--- src/rtl/uart_rx_ctrl.sv ---
// UART receiver: 2-flop line synchronizer, start/data/stop FSM and a small
// receive FIFO with sticky framing-error and overrun flags.
module uart_rx_ctrl #(
    parameter int unsigned CLKS_PER_BIT = 434,
    parameter int unsigned FIFO_DEPTH   = 4
) (
    input  logic       clk,
    input  logic       rst,
    input  logic       rx_i,
    input  logic       en,
    output logic [7:0] rx_data,
    output logic       rx_valid,
    input  logic       rx_ready,
    output logic       sample_tick,
    output logic       busy,
    output logic       frame_err,
    output logic       overrun,
    input  logic       clr_err
);

    localparam int unsigned CNT_W = $clog2(CLKS_PER_BIT);
    localparam int unsigned AW    = $clog2(FIFO_DEPTH);
    localparam logic [CNT_W-1:0] LAST_CNT = CNT_W'(CLKS_PER_BIT - 1);
    localparam logic [CNT_W-1:0] MID_CNT  = CNT_W'(CLKS_PER_BIT / 2 - 1);

    typedef enum logic [1:0] {IDLE, START, DATA, STOP} state_t;

    state_t           r_state;
    logic             r_sync1;
    logic             r_sync2;
    logic             r_rx_prev;
    logic [CNT_W-1:0] r_cnt;
    logic [2:0]       r_idx;
    logic [7:0]       r_shift;
    logic             r_tick;
    logic             r_frame_err;
    logic             r_overrun;
    logic [7:0]       r_mem [FIFO_DEPTH];
    logic [AW:0]      r_wr_ptr;
    logic [AW:0]      r_rd_ptr;

    logic w_rx_s;
    logic w_stop_pt;
    logic w_push;
    logic w_pop;
    logic w_wr;
    logic w_full;
    logic w_empty;
    logic w_ferr_set;
    logic w_ovr_set;

    always_ff @(posedge clk or negedge rst) begin
        if (!rst) begin
            r_sync1 <= 1'b1;
            r_sync2 <= 1'b1;
        end else begin
            r_sync1 <= rx_i;
            r_sync2 <= r_sync1;
        end
    end

    assign w_rx_s = r_sync2;

    // Stop-bit decision is taken combinationally so the FIFO write lands on
    // the same edge as the sample, making the byte visible one cycle later.
    assign w_stop_pt  = (r_state == STOP) && en && (r_cnt == LAST_CNT);
    assign w_push     = w_stop_pt && w_rx_s;
    assign w_ferr_set = w_stop_pt && !w_rx_s;

    always_ff @(posedge clk or negedge rst) begin
        if (!rst) begin
            r_state   <= IDLE;
            r_cnt     <= '0;
            r_idx     <= '0;
            r_shift   <= '0;
            r_tick    <= 1'b0;
            r_rx_prev <= 1'b1;
        end else begin
            r_tick    <= 1'b0;
            r_rx_prev <= w_rx_s;
            case (r_state)
                IDLE: begin
                    r_cnt <= '0;
                    r_idx <= '0;
                    if (en && r_rx_prev && !w_rx_s)
                        r_state <= START;
                end
                START: begin
                    if (!en) begin
                        r_state <= IDLE;
                        r_cnt   <= '0;
                        r_idx   <= '0;
                    end else if (r_cnt == MID_CNT) begin
                        r_tick  <= 1'b1;
                        r_cnt   <= '0;
                        r_state <= w_rx_s ? IDLE : DATA;
                    end else begin
                        r_cnt <= r_cnt + CNT_W'(1);
                    end
                end
                DATA: begin
                    if (!en) begin
                        r_state <= IDLE;
                        r_cnt   <= '0;
                        r_idx   <= '0;
                    end else if (r_cnt == LAST_CNT) begin
                        r_tick  <= 1'b1;
                        r_cnt   <= '0;
                        r_shift <= {w_rx_s, r_shift[7:1]};
                        r_idx   <= r_idx + 3'd1;
                        if (r_idx == 3'd7)
                            r_state <= STOP;
                    end else begin
                        r_cnt <= r_cnt + CNT_W'(1);
                    end
                end
                STOP: begin
                    if (!en) begin
                        r_state <= IDLE;
                        r_cnt   <= '0;
                        r_idx   <= '0;
                    end else if (r_cnt == LAST_CNT) begin
                        r_tick  <= 1'b1;
                        r_cnt   <= '0;
                        r_state <= IDLE;
                    end else begin
                        r_cnt <= r_cnt + CNT_W'(1);
                    end
                end
                default: begin
                    r_state <= IDLE;
                    r_cnt   <= '0;
                    r_idx   <= '0;
                end
            endcase
        end
    end

    assign w_empty = (r_wr_ptr == r_rd_ptr);
    assign w_full  = (r_wr_ptr[AW-1:0] == r_rd_ptr[AW-1:0]) &&
                     (r_wr_ptr[AW] != r_rd_ptr[AW]);
    assign w_pop     = !w_empty && rx_ready;
    assign w_wr      = w_push && (!w_full || w_pop);
    assign w_ovr_set = w_push && w_full && !w_pop;

    always_ff @(posedge clk or negedge rst) begin
        if (!rst) begin
            r_wr_ptr <= '0;
            r_rd_ptr <= '0;
            for (int unsigned i = 0; i < FIFO_DEPTH; i++)
                r_mem[i] <= '0;
        end else begin
            if (w_wr) begin
                r_mem[r_wr_ptr[AW-1:0]] <= r_shift;
                r_wr_ptr <= r_wr_ptr + (AW+1)'(1);
            end
            if (w_pop)
                r_rd_ptr <= r_rd_ptr + (AW+1)'(1);
        end
    end

    // Set events take priority over a simultaneous clear.
    always_ff @(posedge clk or negedge rst) begin
        if (!rst) begin
            r_frame_err <= 1'b0;
            r_overrun   <= 1'b0;
        end else begin
            if (w_ferr_set)
                r_frame_err <= 1'b1;
            else if (clr_err)
                r_frame_err <= 1'b0;
            if (w_ovr_set)
                r_overrun <= 1'b1;
            else if (clr_err)
                r_overrun <= 1'b0;
        end
    end

    assign rx_data     = r_mem[r_rd_ptr[AW-1:0]];
    assign rx_valid    = !w_empty;
    assign sample_tick = r_tick;
    assign busy        = (r_state != IDLE);
    assign frame_err   = r_frame_err;
    assign overrun     = r_overrun;

endmodule

--- config.mk ---
export PLATFORM = sky130hd
export DESIGN_NAME = uart_rx_ctrl
export DESIGN_NICKNAME = d
export VERILOG_FILES = /design/src/rtl/uart_rx_ctrl.sv
export SDC_FILE = /design/constraint.sdc
export NUM_CORES = 1
export LEC_CHECK = 0
export BUFFER_PORTS_ARGS = -buffer_cell sky130_fd_sc_hd__buf_4
export CORE_MARGIN = 2
export CORE_UTILIZATION = 30
export CTS_CLUSTER_DIAMETER = 120
export CTS_CLUSTER_SIZE = 10
export DETAILED_ROUTE_END_ITERATION = 8
export SLEW_MARGIN = 30
export SYNTH_ARGS = -nofsm -noshare
export SYNTH_HDL_FRONTEND = slang
export SYNTH_SLANG_ARGS = --single-unit
export TNS_END_PERCENT = 1
--- constraint.sdc ---
create_clock -name clk -period 2.3 [get_ports clk]
set_input_delay 0.23 -clock clk [delete_from_list [all_inputs] [get_ports clk]]
set_output_delay 0.23 -clock clk [all_outputs]
set_load 0.01 [all_outputs]
==> results.txt <==
status = complete, but fails checks
failing checks = negative hold slack
Data required, critical path = 2.52 ns
total wire length = 5.43 mm
slowest stage delay, CP = 0.56 ns
CTS Root Cell = clkbuf_8
post-CTS setup buffers = 0
Hold WS = -0.0166 ns
Longest Clk Path Bufs = 2
TritonCTS clock tree = yes
final net count = 262
setup ws final = 0.135 ns
dpl ws = 0.0724 ns
Max-cap violations = 0
synth unique cells = 34
Max FO, Critical Path = 11
GP Congestion = 0.735
Ys Warns = 0
Final Non-Filler Cells = 384
P_leak = 1.70 nW
Hold Violations, Final = 14
width of the die = 104 microns
setup_tns = 0 ns
CP Buf/Inv Count = 1
asr flop ratio synth = 100%
area of the core = 9730 sq um
Synth Instances = 212
crit end category = register
Die Height = 104 microns
Switching Share = 20.7%
final worst path period share = 94.1%
number of H-tree levels = 3
vias per cell = 4.52
first-pass GRT wire length = 9.53 mm
area of the die = 10800 sq um
kind of cell adding the most delay to the critical path = simple AND/OR/NAND/NOR gates
largest cells by area after synthesis = dfrtp_1 53%, mux2_2 17%, mux4_2 6.0%
FP Rows = 36
Internal = 1.91 mW
ANT nets after route = 0
router iterations before antenna repair = 4
Worst Setup Start Kind = register
Inst Count DP = 367
#FFs+latches synth = 66
antenna violations before repair = 0
share of cells above drive strength 1 = 41.4%
Clock Power Share = 49.1%
clock slew at reported path FFs = 0.07 ns
Worst-Margin Slew = 0.820 ns
total CTS buffers = 9
Logic pwr share = 2.2%
most frequent cell after synthesis = dfrtp_1
clk sinks = 66
I/O pins = 19
RSZ-0062 raised after global routing = false
Mean Syn Cell Area = 14.1 sq um
total global routing overflow = 0
Syn Std Cell Area = 2990 sq um
dpl hpwl = 3.61 mm
Post-Syn Nets = 228
Worst Setup SP = r_cnt[2]$_DFF_PN0_
IO buf count = 18
Pins Over Slew Limit = 0
# DRC = 0
Skew-Pair Late Insertion Delay = 0.34 ns
Setup Viol. Count Final = 0
Power Total = 2.41 mW
maximum vdd drop = 0.000300 V
Area growth, synth to finish = 20.2%
Achievable Freq = 462 MHz
ANT cells = 0
Seq/Total Area, Yosys = 55.4%
top-area cell type share of the netlist area = 52.8%
RR Startpoint = r_cnt[2]$_DFF_PN0_
top_reg_cell synth = dfrtp_1
Tmin final = 2.17 ns
CP Data Arrival Time = 2.39 ns
initial core utilization = 30.7%
sequential power share = 48.7%
P_sw = 0.499 mW
number of DRC markers in iteration 0 = 77
leading cell types by count after synthesis = 63 x dfrtp_1, 44 x mux2_2, 14 x nor2_1
GRT Total Usage = 11.3%
crit path kind = register to register
Yosys top cell by area = dfrtp_1
Power Density = 671 nW/um^2
Worst path slowest cell = or4b_4
Worst slew margin = 45.3%
Avg WL per Cell = 14.1 microns
HP Class = input pin to asynchronous set/reset pin
largest net degree at the start of global routing = 67
final clock skew = 0.0123 ns
vias in the first global route = 1838
number of synthesized flops with an enable pin = 0
via count = 1736
Critical Path, Cell by Cell = or4b_4 -> or3_1 -> nor2_1 -> buf_4 -> mux2_2
final timing paths:
path                       depth (start not counted)                 endpoint  slack (ns)
max                                                5   r_shift[7]$_DFFE_PN0P_        0.13
min                                                1       r_cnt[1]$_DFF_PN0_       -0.02
max reg2reg                                        5   r_shift[7]$_DFFE_PN0P_        0.13
min reg2reg                                        0        r_sync2$_DFF_PN1_        0.36
max in group asynchronous                          1  r_rd_ptr[0]$_DFFE_PN0P_        1.77
min in group clk                                   2    frame_err$_DFFE_PN0P_        0.09
state kept, by name, summed over array words and instances, names as in the netlist:
signal	cells
frame_err	1
overrun	1
r_cnt	9
r_idx	3
r_mem	32
r_rd_ptr	3
r_rx_prev	1
r_shift	8
r_state	2
r_sync1	1
r_sync2	1
r_wr_ptr	3
sample_tick	1
worst reg2reg max path: cells and delay by family (launching register included):
family        cells  cell delay (ns)
simple gates      3             1.12
flops             1             0.37
mux               1             0.35
buf+inv           1             0.22
timing repair:
item	4_1_cts	5_1_grt
resized for setup	0	1
setup endpoints to repair	0	8
hold endpoints to repair	1	0
hold buffers	1	0
area by class of cell:
class | count | area (sq um)
flip-flops and latches | 66 | 1660
inverters | 7 | 26.3
multi-input cells | 134 | 1290
well taps | 133 | 166
clock inverters | 6 | 114
clock buffers | 10 | 128
fillers | 958 | 6140
repair buffers | 28 | 213
metal layers:
layer | vias up | wire [microns] | global-route usage [%]
met4 | 0 | 92 | 5.69
met1 | 884 | 2690 | 15.5
met3 | 6 | 220 | 3.46
li1 | 823 | - | -
met5 | - | 0 | 0
met2 | 23 | 2430 | 16.2
cells by family after synthesis:
logic type / synth area share (%)
AOI/OAI and AO/OA: 2.64
xor gates and xnor gates: 4.11
adders and majority gates: 4.19
buffers and inverters: 1.72
DFF: 55.4
muxes: 22.6
and+or+nand+nor: 9.30
placed cells by master, fill, tap and decap left out, types with 2 or more instances in the layout:
master,n
nand4_1,2
xnor2_1,10
a22o_1,2
mux4_2,8
nor2_1,14
nand3_1,5
mux2_2,44
bufinv_16,3
xor2_1,4
o22ai_1,2
nand3_2,3
or3_1,2
and3_1,2
nand3b_1,2
o21ai_0,3
ha_1,10
nor2b_1,2
buf_4,27
dfrtp_1,63
inv_1,7
clkinvlp_4,2
dfstp_2,3
nand2_1,7
clkbuf_8,9
stage by stage:
step                utilization, %  area, sq um
floorplan                        -         2990
global placement              34.2         3330
detailed placement            34.2         3330
CTS                           36.8         3580
global route                  36.9         3590
finish                        36.9         3590
power groups by stage:
stage          clock network [mW]  logic (mW)  registers (mW)
2_1_floorplan                   0      0.0168            1.19
3_3_place_gp                    0      0.0541            1.20
3_5_place_dp                    0      0.0541            1.20
4_1_cts                      1.21      0.0554            1.17
5_1_grt                      1.26      0.0621            1.17
6_report                     1.18      0.0527            1.17
(Power assumes the default switching activity.)
